===== config.mk =====
export PLATFORM = sky130hd
export DESIGN_NAME = vc_plane_scheduler_flat
export DESIGN_NICKNAME = d
export VERILOG_FILES = /design/src/rtl/vc_plane_scheduler_if.sv /design/src/rtl/vc_plane_scheduler.sv /design/src/flat_wrapper.sv
export SDC_FILE = /design/constraint.sdc
export NUM_CORES = 1
export LEC_CHECK = 0
export BUFFER_PORTS_ARGS = -buffer_cell sky130_fd_sc_hd__buf_4
export CORE_UTILIZATION = 56
export DETAILED_ROUTE_END_ITERATION = 12
export MAX_ROUTING_LAYER = met4
export PLACE_DENSITY = 0.88
export RECOVER_POWER = 100
export SYNTH_ARGS = -nofsm -noshare
export SYNTH_HDL_FRONTEND = slang
export SYNTH_SLANG_ARGS = --single-unit

===== constraint.sdc =====
create_clock -name clk -period 5.79 [get_ports clk]
set_input_delay 0.2895 -clock clk [delete_from_list [all_inputs] [get_ports clk]]
set_output_delay 0.2895 -clock clk [all_outputs]
set_load 0.005 [all_outputs]

===== src/rtl/vc_plane_scheduler_if.sv =====
// Port-side bundle of one VC plane scheduler: buffer requests and flit pops in,
// the three plane selectors and status flags out.
interface vc_plane_scheduler_if #(
   parameter int VC         = 4,
   parameter int TYPE_WIDTH = 2
);
   logic [VC:0]           plane_req;
   logic                  flit_pop;
   logic [TYPE_WIDTH-1:0] flit_type;
   logic [VC:0]           VCPlaneSelectorCFSM;
   logic [VC:0]           VCPlaneSelectorHFB;
   logic [VC:0]           VCPlaneSelectorVCG;
   logic                  active_valid;
   logic                  protocol_error;

   modport master (
      output plane_req, flit_pop, flit_type,
      input  VCPlaneSelectorCFSM, VCPlaneSelectorHFB, VCPlaneSelectorVCG,
             active_valid, protocol_error
   );

   modport slave (
      input  plane_req, flit_pop, flit_type,
      output VCPlaneSelectorCFSM, VCPlaneSelectorHFB, VCPlaneSelectorVCG,
             active_valid, protocol_error
   );
endinterface


===== src/rtl/vc_plane_scheduler.sv =====
// Round-robin VC plane scheduler for one router port: grants a plane per packet,
// pre-empts planes stuck before their head flit, and flags malformed packets.
module vc_plane_scheduler #(
   parameter int VC            = 4,
   parameter int TYPE_WIDTH    = 2,
   parameter int HEAD_TYPE     = 1,
   parameter int TAIL_TYPE     = 3,
   parameter int FlitPerPacket = 6,
   parameter int HEAD_TIMEOUT  = 16
) (
   input logic                 clk,
   input logic                 rst,
   vc_plane_scheduler_if.slave bus
);
   localparam int NP = VC + 1;
   localparam int IW = (NP > 1) ? $clog2(NP) : 1;
   localparam int FW = $clog2(FlitPerPacket + 1);

   typedef enum logic [1:0] {IDLE, GRANTED, LOCKED} state_t;

   state_t        state, state_nx;
   logic [IW-1:0] last, last_nx;
   logic [VC:0]   sel, sel_nx;
   logic          av;
   logic [7:0]    hold_cnt, hold_nx;
   logic [FW-1:0] flit_cnt, flit_nx;
   logic          perr, perr_nx;

   logic [VC:0]   cur_oh, arb_req;
   logic [IW-1:0] arb_idx, probe;
   logic          arb_found, rearb;
   logic          is_head, is_tail, req_cur;

   assign cur_oh  = NP'(1) << last;
   assign is_head = bus.flit_type == TYPE_WIDTH'(HEAD_TYPE);
   assign is_tail = bus.flit_type == TYPE_WIDTH'(TAIL_TYPE);
   assign req_cur = bus.plane_req[last];

   // Once a plane holds the grant it is masked out, so a re-arbitration can
   // never hand the port straight back to the plane being released.
   assign arb_req = bus.plane_req & ~((state == IDLE) ? '0 : cur_oh);

   always_comb begin
      arb_found = 1'b0;
      arb_idx   = last;
      probe     = last;
      for (int k = NP; k >= 1; k--) begin
         probe = IW'((int'(last) + k) % NP);
         if (arb_req[probe]) begin
            arb_found = 1'b1;
            arb_idx   = probe;
         end
      end
   end

   always_comb begin
      state_nx = state;
      last_nx  = last;
      sel_nx   = sel;
      hold_nx  = hold_cnt;
      flit_nx  = flit_cnt;
      perr_nx  = perr;
      rearb    = 1'b0;
      case (state)
         IDLE: begin
            if (bus.flit_pop) perr_nx = 1'b1;
            rearb = 1'b1;
         end
         GRANTED: begin
            if (bus.flit_pop && is_tail) begin
               rearb = 1'b1;
            end else if (bus.flit_pop && is_head) begin
               state_nx = LOCKED;
               flit_nx  = FW'(1);
               hold_nx  = '0;
            end else begin
               if (bus.flit_pop) perr_nx = 1'b1;
               if (!req_cur) begin
                  state_nx = IDLE;
                  sel_nx   = '0;
                  hold_nx  = '0;
               end else if (hold_cnt >= 8'(HEAD_TIMEOUT)) begin
                  if (arb_found) rearb = 1'b1;
               end else begin
                  hold_nx = hold_cnt + 8'd1;
               end
            end
         end
         LOCKED: begin
            if (bus.flit_pop) begin
               if (is_tail) begin
                  rearb = 1'b1;
               end else if (flit_cnt == FW'(FlitPerPacket)) begin
                  perr_nx = 1'b1;
                  rearb   = 1'b1;
               end else begin
                  flit_nx = flit_cnt + FW'(1);
                  if (is_head) perr_nx = 1'b1;
               end
            end
         end
         default: state_nx = IDLE;
      endcase
      // Hand-over happens in the same edge as the release: no bubble cycle.
      if (rearb) begin
         hold_nx = '0;
         flit_nx = '0;
         if (arb_found) begin
            state_nx = GRANTED;
            last_nx  = arb_idx;
            sel_nx   = NP'(1) << arb_idx;
         end else begin
            state_nx = IDLE;
            sel_nx   = '0;
         end
      end
   end

   always_ff @(posedge clk or negedge rst) begin
      if (!rst) begin
         state    <= IDLE;
         last     <= IW'(VC);
         sel      <= '0;
         av       <= 1'b0;
         hold_cnt <= '0;
         flit_cnt <= '0;
         perr     <= 1'b0;
      end else begin
         state    <= state_nx;
         last     <= last_nx;
         sel      <= sel_nx;
         av       <= |sel_nx;
         hold_cnt <= hold_nx;
         flit_cnt <= flit_nx;
         perr     <= perr_nx;
      end
   end

   assign bus.VCPlaneSelectorCFSM = sel;
   assign bus.VCPlaneSelectorHFB  = sel;
   assign bus.VCPlaneSelectorVCG  = sel;
   assign bus.active_valid        = av;
   assign bus.protocol_error      = perr;
endmodule


===== src/flat_wrapper.sv =====
// flat-port wrapper written by rule: the top's interface ports become plain ports
module vc_plane_scheduler_flat 
#(
   parameter int VC            = 4,
   parameter int TYPE_WIDTH    = 2,
   parameter int HEAD_TYPE     = 1,
   parameter int TAIL_TYPE     = 3,
   parameter int FlitPerPacket = 6,
   parameter int HEAD_TIMEOUT  = 16
)
  (clk, rst, bus_plane_req, bus_flit_pop, bus_flit_type, bus_VCPlaneSelectorCFSM, bus_VCPlaneSelectorHFB, bus_VCPlaneSelectorVCG, bus_active_valid, bus_protocol_error);
  vc_plane_scheduler_if #(.VC(VC), .TYPE_WIDTH(TYPE_WIDTH)) bus_i ();
  input logic clk;
  input logic rst;
  input wire logic [$bits(bus_i.plane_req)-1:0] bus_plane_req;
  input wire logic [$bits(bus_i.flit_pop)-1:0] bus_flit_pop;
  input wire logic [$bits(bus_i.flit_type)-1:0] bus_flit_type;
  output wire logic [$bits(bus_i.VCPlaneSelectorCFSM)-1:0] bus_VCPlaneSelectorCFSM;
  output wire logic [$bits(bus_i.VCPlaneSelectorHFB)-1:0] bus_VCPlaneSelectorHFB;
  output wire logic [$bits(bus_i.VCPlaneSelectorVCG)-1:0] bus_VCPlaneSelectorVCG;
  output wire logic [$bits(bus_i.active_valid)-1:0] bus_active_valid;
  output wire logic [$bits(bus_i.protocol_error)-1:0] bus_protocol_error;
  assign bus_i.plane_req = bus_plane_req;
  assign bus_i.flit_pop = bus_flit_pop;
  assign bus_i.flit_type = bus_flit_type;
  assign bus_VCPlaneSelectorCFSM = bus_i.VCPlaneSelectorCFSM;
  assign bus_VCPlaneSelectorHFB = bus_i.VCPlaneSelectorHFB;
  assign bus_VCPlaneSelectorVCG = bus_i.VCPlaneSelectorVCG;
  assign bus_active_valid = bus_i.active_valid;
  assign bus_protocol_error = bus_i.protocol_error;
  vc_plane_scheduler #(.VC(VC), .TYPE_WIDTH(TYPE_WIDTH), .HEAD_TYPE(HEAD_TYPE), .TAIL_TYPE(TAIL_TYPE), .FlitPerPacket(FlitPerPacket), .HEAD_TIMEOUT(HEAD_TIMEOUT)) u_core (.clk(clk), .rst(rst), .bus(bus_i));
endmodule

==> results.md, run 1 <==
* Min-Delay Path Class: primary input to register
* Die width at slightly above 80 µm
* Final worst path period share at 0.933
* Post-layout minimum cycle time at between 5000 and 6000 ps
* Mapped cell area at roughly 3500 µm²
* Skew final at approximately 4.5 ps
* DR WL/cell at roughly 18 µm
* Top_reg_cell synth: dfrtp_1
* ANT nets after route at 0
* Starting density of the core at 0.584
* Final setup fails at 0
* Net Count, Synth at ~500
* Std cell rows at 28
* DRT iter0 DRCs at 323
* Most frequent CP cell: ha_1
* Share of cells above drive strength 1 at 0.127
* First-pass GRT wire length at 15,700 µm
* Register area at 577 µm²
* TritonCTS clock tree: yes
* RSZ-0062 raised after global routing: false
* Fin Setup TNS at 0 ps
* Warnings from Yosys at 0
* Critical path origin: u_core.last[0]$_DFFE_PN0P_
* Met1 Usage GRT at 0.388
* Post-cts gate resize count at 0
* CP startpoint kind: register
* DIE HEIGHT at between 80 and 90 µm
* Clk root buf: clkbuf_8
* Initial antenna violation count at 0
* Number of filler cells placed in the layout at approximately 530
* Sink Count at 23
* Max Cap Viol at 0
* I/O Buffers at 26
* Crit. End Element: register
* GR Layer Usage met2 at 0.514
* Rel. slew slack at 0.175
* Worst Path Required at 5950 ps
* R2r startpoint: u_core.last[0]$_DFFE_PN0P_
* Area occupied by multi-input gates at between 2000 and 3000 µm²
* EDFF count, synth at 0
* # hold bufs at CTS at 1
* Outcome: completed
* Slew @ Worst Pin at 1240 ps
* CP top delay family: compound AO/OA/AOI/OAI gates
* Max incr delay on CP at between 500 and 600 ps
* Pre-antenna DRT Iters at 5
* FF+latch count, synth at 23
* Postcts setup bufs at 0
* CP Cell Sequence: buf_4 > ha_1 > ha_1 > inv_1 > ha_1 > nor3_1 > nor2_1 > xnor2_1 > ha_1 > nor2b_1 > a311oi_1 > o21ai_0 > nand3_1 > mux4_2 > or3_1 > a211o_1 > a311oi_1 > nor2_1 > a22o_1
* Vias per cell at between 6 and 7
* Gate Count Post-Synth at approximately 450
* Max Slew Vio Count at 0
* Max Clock Freq at 185 MHz
* H-tree level count at 1
* Vias in the first global route at 3,351
* RePlAce Congestion at around 1
* Slowest-stage cell, CP: mux4_2
* Drt total wl at 9550 µm
* Post-DP HPWL at 7350 µm
* Tot GR Track Use at 0.314
* Largest net degree at the start of global routing at 24
* GRT met3 Usage at 0.0404
* Critical Path AT at ~5600 ps
* NumNets Final at around 510
* Cts bufs inserted at 3
* Worst skew pair latency at approximately 270 ps
* Critical-path maximum fanout at 11
* Worst-path clk slew at roughly 80 ps
* Yosys cell types at 82
* Die area at around 6500 µm²
* Register area share after synthesis at 0.166
* Ant diodes at 0
* Bufs and invs on worst path at 2
* DRC Markers at 0
* Hold Fails Final Rpt at 0
* Area growth, synth to finish at 6.84%
* Grt ovf at 0
* Num ports at 27
* WS Path Type: register to register
* Core ar. at 5960 µm²
* Mean Syn Cell Area at about 7.7 µm²
* Hold Path Origin: bus_flit_pop
* Top Usage Layer GRT: met2
* Asr flop ratio synth at 1.00
* Clock Tree Buf Depth at 2
* Via count at 3,622
==> layout make-up <==
class                   instances  area share
flip-flops and latches         23       0.155
repair buffers                 37      0.0735
inverters                      30      0.0303
multi-input cells             370       0.703
clock buffers                   3      0.0111
clock inverters                 1     0.00135
well taps                      75      0.0253
==> sequential cells by signal, indices dropped and copies added, names as in the netlist <==
signal,cells
u_core.bus.protocol_error,1
u_core.last,3
u_core.state,2
u_core.bus.active_valid,1
u_core.flit_cnt,3
u_core.hold_cnt,8
u_core.bus.VCPlaneSelectorCFSM,5
==> cells in the final DEF (no fill, tap or decap), types with 8 or more instances in the layout <==
cell type	count
ha_1	33
a21oi_1	23
dfrtp_1	22
nand3_1	19
clkbuf_4	16
nor2_1	24
nand2_1	33
nor3_1	17
nor4_1	8
o21ai_1	9
inv_1	27
o21ai_0	25
or3_1	8
o21a_1	14
buf_4	18
==> worst register-to-register path: cells and delay by family, from the launching register on <==
kind,cells,cell delay (ps)
adders and majority gates,4,1040
muxes,1,530
and+or+nand+nor,6,1130
buffers and inverters,2,280
AOI/OAI and AO/OA,5,1690
xor gates and xnor gates,1,210
DFF,1,410
==> synthesized netlist by cell type, drive strengths merged, types with 4 or more instances <==
master / instances / area [µm²]
and2: 7 / 43.8
nand4: 5 / 31.3
o21a: 15 / 120
a21o: 4 / 30.0
mux2: 4 / 48.8
a21oi: 24 / 124
nor3b: 7 / 52.6
ha: 33 / 413
nand2b: 7 / 43.8
nand2: 33 / 124
or3: 9 / 61.3
mux2i: 5 / 50.1
dfrtp: 22 / 551
o211a: 4 / 40.0
o31ai: 7 / 66.3
nor4: 8 / 50.1
o211ai: 5 / 37.5
a211o: 5 / 43.8
a211oi: 5 / 37.5
o2111ai: 4 / 35.0
o21ai: 34 / 174
nor2b: 7 / 43.8
buf: 19 / 124
and3: 5 / 36.3
a21boi: 4 / 30.0
nand3: 19 / 95.1
a31oi: 5 / 31.3
nor3: 17 / 85.1
clkbuf: 10 / 38.8
xnor2: 7 / 61.3
inv: 30 / 113
nor2: 24 / 90.1
==> through the flow <==
stage | cell area, µm² | hold WS, ps | util | std cells | worst slack (ps)
final | 3710 | 314 | 0.624 | 539 | 390
after global routing | 3710 | 324 | 0.624 | 539 | 43.4
after CTS | 3730 | 317 | 0.627 | 539 | 531
after detailed placement | 3680 | 198 | 0.617 | 534 | 571
after global placement | 3680 | 198 | 0.617 | 534 | 752
after floorplan | 3480 | -6.09 | - | 452 | 398
==> kinds of logic (layout without fill, tap and decap cells) <==
kind of cell / after synthesis / in the layout / share of synthesized area
multiplexers: 10 / 10 / 0.0349
XOR/XNOR: 7 / 7 / 0.0176
AND/OR/NAND/NOR: 157 / 157 / 0.240
AO/OA/AOI/OAI: 163 / 163 / 0.344
buffers and inverters: 59 / 71 / 0.0792
adder cells (fa/ha/maj): 33 / 33 / 0.119
flip-flops: 23 / 23 / 0.166
==> routing by layer <==
| metal | vias to the layer above | share of wire |
|---|---|---|
| met3 | 38 | 0.063 |
| li1 | 1728 | - |
| met4 | 0 | 0.043 |
| met2 | 177 | 0.47 |
| met1 | 1679 | 0.42 |
| met5 | - | 0 |
==> path summary, 6_finish.rpt <==
kind / endpoint / slack [ps] / cells past startpoint
min reg2reg: u_core.bus.protocol_error$_DFFE_PN0P_ / 490 / 1
max in group asynchronous: u_core.hold_cnt[6]$_DFFE_PN0P_ / 4240 / 2
max reg2reg: u_core.bus.VCPlaneSelectorCFSM[1]$_DFF_PN0_ / 390 / 19
min: u_core.bus.protocol_error$_DFFE_PN0P_ / 310 / 3
min in group asynchronous: u_core.last[0]$_DFFE_PN0P_ / 820 / 2
max: u_core.bus.VCPlaneSelectorCFSM[1]$_DFF_PN0_ / 390 / 19
Power of run 1 is not shown: default switching activity piles up to over one toggle a cycle in this logic, so the estimate is an artifact.
==> run 2: changes to the inputs <==
==> constraint.sdc (replaced) <==
create_clock -name clk -period 5.79 [get_ports clk]
set_input_delay 1.158 -clock clk [delete_from_list [all_inputs] [get_ports clk]]
set_output_delay 1.158 -clock clk [all_outputs]
set_load 0.005 [all_outputs]
==> run 2 against run 1 <==
  * Final area shrank 0.37%
  * Routed wire length is 0.51% higher
  * Die area unchanged
  * Critical path depth stayed put
  * Via count decreased by 0.80%
  * Clock-buffer cell count is the same
  * Setup slack worse by 3.9 ps
  * Non-clock buffer count is 1 lower
  * Cell count decreased by 0.19%
  * First-iteration DRC count did not move
  * Clock skew hardly changed
  * Critical endpoint is now u_core.bus.VCPlaneSelectorCFSM[3]$_DFF_PN0_
==> results.md, run 2 (same netlist as run 1, synthesis figures left out) <==
* CP Cell Sequence: buf_4 > ha_1 > ha_1 > inv_1 > ha_1 > nor3_1 > nor2_1 > xnor2_1 > ha_1 > nor2b_1 > a311oi_1 > o21ai_0 > nand3_1 > mux4_2 > or3_1 > a211o_1 > a311oi_1 > nor2_1 > a22o_1
* Slew @ Worst Pin at 1230 ps
* Die area at between 6000 and 7000 µm²
* Vias in the first global route at between 3k and 4k
* Area growth, synth to finish at 6.44%
* Max Slew Vio Count at 0
* Rel. slew slack at 0.183
* Most frequent CP cell: ha_1
* CP top delay family: compound AO/OA/AOI/OAI gates
* Skew final at 4.50 ps
* Final setup fails at 0
* Hold Path Origin: u_core.bus.protocol_error$_DFFE_PN0P_
* Number of filler cells placed in the layout at 535
* Largest Register: u_core.hold_cnt
* Die width at roughly 81 µm
* Outcome: completed
* GR Layer Usage met2 at 0.514
* Ant diodes at 0
* RSZ-0062 raised after global routing: false
* Hold Fails Final Rpt at 0
* Clk root buf: clkbuf_8
* Tot GR Track Use at 0.314
* Min-Delay Path Class: register to register
* Critical Path AT at about 5600 ps
* Post-placement setup slack at between 500 and 600 ps
* R2r startpoint: u_core.last[0]$_DFFE_PN0P_
* Pre-antenna DRT Iters at 5
* Postcts setup bufs at 0
* Met1 Usage GRT at 0.389
* Register area at just under 600 µm²
* H-tree level count at 1
* Worst setup slack after layout at between 300 and 400 ps
* DIE HEIGHT at 80.8 µm
* Share of cells above drive strength 1 at 0.125
* Std cell rows at 28
* Max Clock Freq at roughly 190 MHz
* Fin util at 0.621
* Reg2Reg Depth at 19
* Max Cap Viol at 0
* Max FFs per register at 8
* Post-cts gate resize count at 0
* Critical-path maximum fanout at 11
* Clock Tree Buf Depth at 2
* Post-DP HPWL at roughly 7300 µm
* Placed cells at approximately 530
* Bufs and invs on worst path at 2
* # hold bufs at CTS at 0
* Top Usage Layer GRT: met2
* Starting density of the core at 0.584
* Num ports at 27
* Hold EP: u_core.bus.protocol_error$_DFFE_PN0P_
* FF-to-FF setup slack at between 300 and 400 ps
* Core ar. at 5960 µm²
* Worst-path clk slew at 80 ps
* Via count at 3,593
* Fin Setup TNS at 0 ps
* Leading cell types in the layout, fill and taps excluded: nand2_1, ha_1, inv_1, o21ai_0, nor2_1
* Sink Count at 23
* Worst Path Required at slightly below 6000 ps
* Post-layout minimum cycle time at between 5000 and 6000 ps
* Crit. End Element: register
* Area occupied by multi-input gates at 2610 µm²
* ANT nets after route at 0
* R2r endpoint: u_core.bus.VCPlaneSelectorCFSM[3]$_DFF_PN0_
* CP startpoint kind: register
* DR WL/cell at 17.8 µm
* Initial antenna violation count at 0
* GRT met3 Usage at 0.0371
* I/O Buffers at 26
* Cts bufs inserted at 3
* Largest net degree at the start of global routing at 24
* First-pass GRT wire length at ~16,000 µm
* Final non-filler cell total at ~540
* DRC Markers at 0
* Max incr delay on CP at between 500 and 600 ps
* Drt total wl at approximately 9600 µm
* TritonCTS clock tree: yes
* Vias per cell at around 6.7
* DRT iter0 DRCs at 323
* WS Path Type: register to register
* Hold path cells at 1
* NumNets Final at between 500 and 600
* Slowest-stage cell, CP: a311oi_1
* RePlAce Congestion at roughly 1.0
* Grt ovf at 0
* Worst skew pair latency at ~270 ps
* Final worst path period share at 0.933
[run 2: cell count changes in the layout (fill, tap and decap cells not counted)]
| cell | change |
|---|---|
| buf_4 | -1 |
| clkbuf_1 | +1 |
| dlygate4sd3_1 | -1 |
[run 2: per-stage QoR]
stage | hold WS [ps] | instance area [µm²]
floorplan | 459 | 3480
global route | 491 | 3700
global placement | 454 | 3680
CTS | 491 | 3720
finish | 490 | 3700
detailed placement | 470 | 3680
[run 2: layout make-up]
| cell class | instances | share of cell area |
|---|---|---|
| clock buffer | 3 | 0.0112 |
| clock inverter | 1 | 0.00135 |
| inverter | 30 | 0.0304 |
| multi-input combinational | 370 | 0.706 |
| sequential | 23 | 0.156 |
| tap | 75 | 0.0254 |
| timing repair buffer | 36 | 0.0700 |
[run 2: how the worst max path moves through the flow]
stage | from | slack [ps] | end | depth (start not counted)
global placement | u_core.last[0]$_DFFE_PN0P_ | 750 | u_core.bus.VCPlaneSelectorCFSM[1]$_DFF_PN0_ | 19
finish | u_core.last[0]$_DFFE_PN0P_ | 390 | u_core.bus.VCPlaneSelectorCFSM[3]$_DFF_PN0_ | 19
global route | u_core.last[0]$_DFFE_PN0P_ | 40 | u_core.bus.VCPlaneSelectorCFSM[2]$_DFF_PN0_ | 19
detailed placement | u_core.last[0]$_DFFE_PN0P_ | 570 | u_core.bus.VCPlaneSelectorCFSM[3]$_DFF_PN0_ | 19
CTS | u_core.last[0]$_DFFE_PN0P_ | 530 | u_core.bus.VCPlaneSelectorCFSM[3]$_DFF_PN0_ | 19
floorplan | u_core.last[0]$_DFFE_PN0P_ | 400 | u_core.bus.VCPlaneSelectorCFSM[1]$_DFF_PN0_ | 21
[run 2: per-layer routing]
layer | vias to the layer above | share of wire
li1 | 1727 | -
met1 | 1677 | 0.43
met2 | 150 | 0.47
met3 | 39 | 0.057
met4 | 0 | 0.042
met5 | - | 0
Power of run 2 is left out for the same reason.
==> run 3: changes to the inputs <==
==> constraint.sdc (replaced) <==
create_clock -name clk -period 5.79 [get_ports clk]
set_input_delay 0.579 -clock clk [delete_from_list [all_inputs] [get_ports clk]]
set_output_delay 0.579 -clock clk [all_outputs]
set_load 0.005 [all_outputs]
==> run 3 against run 2 <==
  * Sequential share of layout area hardly changed
  * Global-route usage unchanged
  * Worst hold slack about the same
  * Via count increased by 0.14%
  * Setup slack worse by 13 ps
  * Final area increased by 0.10%
==> results.md, run 3 (same netlist as run 1, synthesis figures left out) <==
* Outcome: completed
* Min-Delay Path Class: register to register
* Critical Path AT at 5570 ps
* Num ports at 27
* Max FFs per register at 8
* Max Clock Freq at ~180 MHz
* DRC Markers at 0
* Area occupied by multi-input gates at roughly 2600 µm²
* Std cell rows at 28
* Tot GR Track Use at 0.314
* Hold Fails Final Rpt at 0
* Slowest-stage cell, CP: a311oi_1
* Fin Hold WS at around 500 ps
* Starting density of the core at 0.584
* First-pass GRT wire length at roughly 16,000 µm
* Most frequent CP cell: ha_1
* NumNets Final at 507
* Core ar. at around 6000 µm²
* Max incr delay on CP at approximately 530 ps
* Worst skew pair latency at between 200 and 300 ps
* Drt total wl at between 9000 and 10,000 µm
* Fin Setup TNS at 0 ps
* Post-layout minimum cycle time at ~5400 ps
* Post-cts gate resize count at 0
* Share of cells above drive strength 1 at 0.127
* DR WL/cell at 17.9 µm
* Final worst path period share at 0.936
* Die width at 80.8 µm
* Via count at 3,598
* CP top delay family: compound AO/OA/AOI/OAI gates
* Cts bufs inserted at 3
* Largest net degree at the start of global routing at 24
* Max Cap Viol at 0
* Sink Count at 23
* H-tree level count at 1
* Max Slew Vio Count at 0
* Slew @ Worst Pin at roughly 1200 ps
* Hold Path Origin: u_core.bus.protocol_error$_DFFE_PN0P_
* Vias in the first global route at ~3.4k
* Final setup fails at 0
* Critical-path maximum fanout at 11
* Pre-antenna DRT Iters at 5
* Post-DP HPWL at between 7000 and 8000 µm
* Critical path origin: u_core.last[0]$_DFFE_PN0P_
* RePlAce Congestion at between 1 and 1.5
* Register area at between 500 and 600 µm²
* R2r startpoint: u_core.last[0]$_DFFE_PN0P_
* Bufs and invs on worst path at 2
* Die area at approximately 6500 µm²
* Initial antenna violation count at 0
* ANT nets after route at 0
* Number of filler cells placed in the layout at around 540
* # hold bufs at CTS at 0
* Leading cell types in the layout, fill and taps excluded: nand2_1, ha_1, inv_1, o21ai_0, nor2_1
* Ant diodes at 0
* Crit. End Element: register
* Worst-path clk slew at roughly 80 ps
* DIE HEIGHT at between 80 and 90 µm
* Clk root buf: clkbuf_8
* CP startpoint kind: register
* Rel. slew slack at 0.184
* Vias per cell at around 6.7
* Largest Register: u_core.hold_cnt
* WS Path Type: register to register
* Area growth, synth to finish at 6.55%
* TritonCTS clock tree: yes
* Clock Tree Buf Depth at 2
* Worst Path Required at just under 6000 ps
* CP Cell Sequence: buf_4 > ha_1 > ha_1 > inv_1 > ha_1 > nor3_1 > nor2_1 > xnor2_1 > ha_1 > nor2b_1 > a311oi_1 > o21ai_0 > nand3_1 > mux4_2 > or3_1 > a211o_1 > a311oi_1 > nor2_1 > a22o_1
* I/O Buffers at 26
* Skew final at ~4.5 ps
* Postcts setup bufs at 0
* Grt ovf at 0
* DRT iter0 DRCs at between 300 and 400
* RSZ-0062 raised after global routing: false
run 3: worst paths after layout:
path	slack, ps	to	depth (start not counted)
worst min-delay path	490	u_core.bus.protocol_error$_DFFE_PN0P_	1
min in group asynchronous	540	u_core.last[0]$_DFFE_PN0P_	1
max in group asynchronous	4520	u_core.hold_cnt[6]$_DFFE_PN0P_	1
worst min register to register	490	u_core.bus.protocol_error$_DFFE_PN0P_	1
worst max-delay path	370	u_core.bus.VCPlaneSelectorCFSM[3]$_DFF_PN0_	19
worst max register to register	370	u_core.bus.VCPlaneSelectorCFSM[3]$_DFF_PN0_	19
run 3: through the flow:
stage | setup WS (ps) | utilization | instance area, µm² | std cells
2_1_floorplan | 398 | - | 3480 | 452
3_5_place_dp | 571 | 0.617 | 3680 | 534
4_1_cts | 531 | 0.625 | 3720 | 538
5_1_grt | 43.4 | 0.622 | 3700 | 538
6_report | 373 | 0.622 | 3700 | 538
3_3_place_gp | 752 | 0.617 | 3680 | 534
run 3: cell type report:
type,count,share of cell area
multi-input cells,370,0.705
flip-flops and latches,23,0.156
repair buffers,36,0.0709
inverters,30,0.0304
well taps,75,0.0253
clock buffers,3,0.0111
clock inverters,1,0.00135
run 3: worst reg2reg max path, stage by stage, from the launching register on:
cell and delay [ps]:
dfrtp_1 410, buf_4 190, ha_1 230, ha_1 300
inv_1 80, ha_1 220, nor3_1 260, nor2_1 80
xnor2_1 210, ha_1 300, nor2b_1 160, a311oi_1 530
o21ai_0 280, nand3_1 170, mux4_2 520, or3_1 320
a211o_1 280, a311oi_1 380, nor2_1 140, a22o_1 240
run 3: metal layers:
metal | track usage | up-vias | part of all wire
met5 | - | - | 0
met3 | 0.0371 | 34 | 0.059
met2 | 0.514 | 156 | 0.47
li1 | - | 1729 | -
met4 | 0.139 | 0 | 0.039
met1 | 0.389 | 1679 | 0.43
Power of run 3 is left out for the same reason.
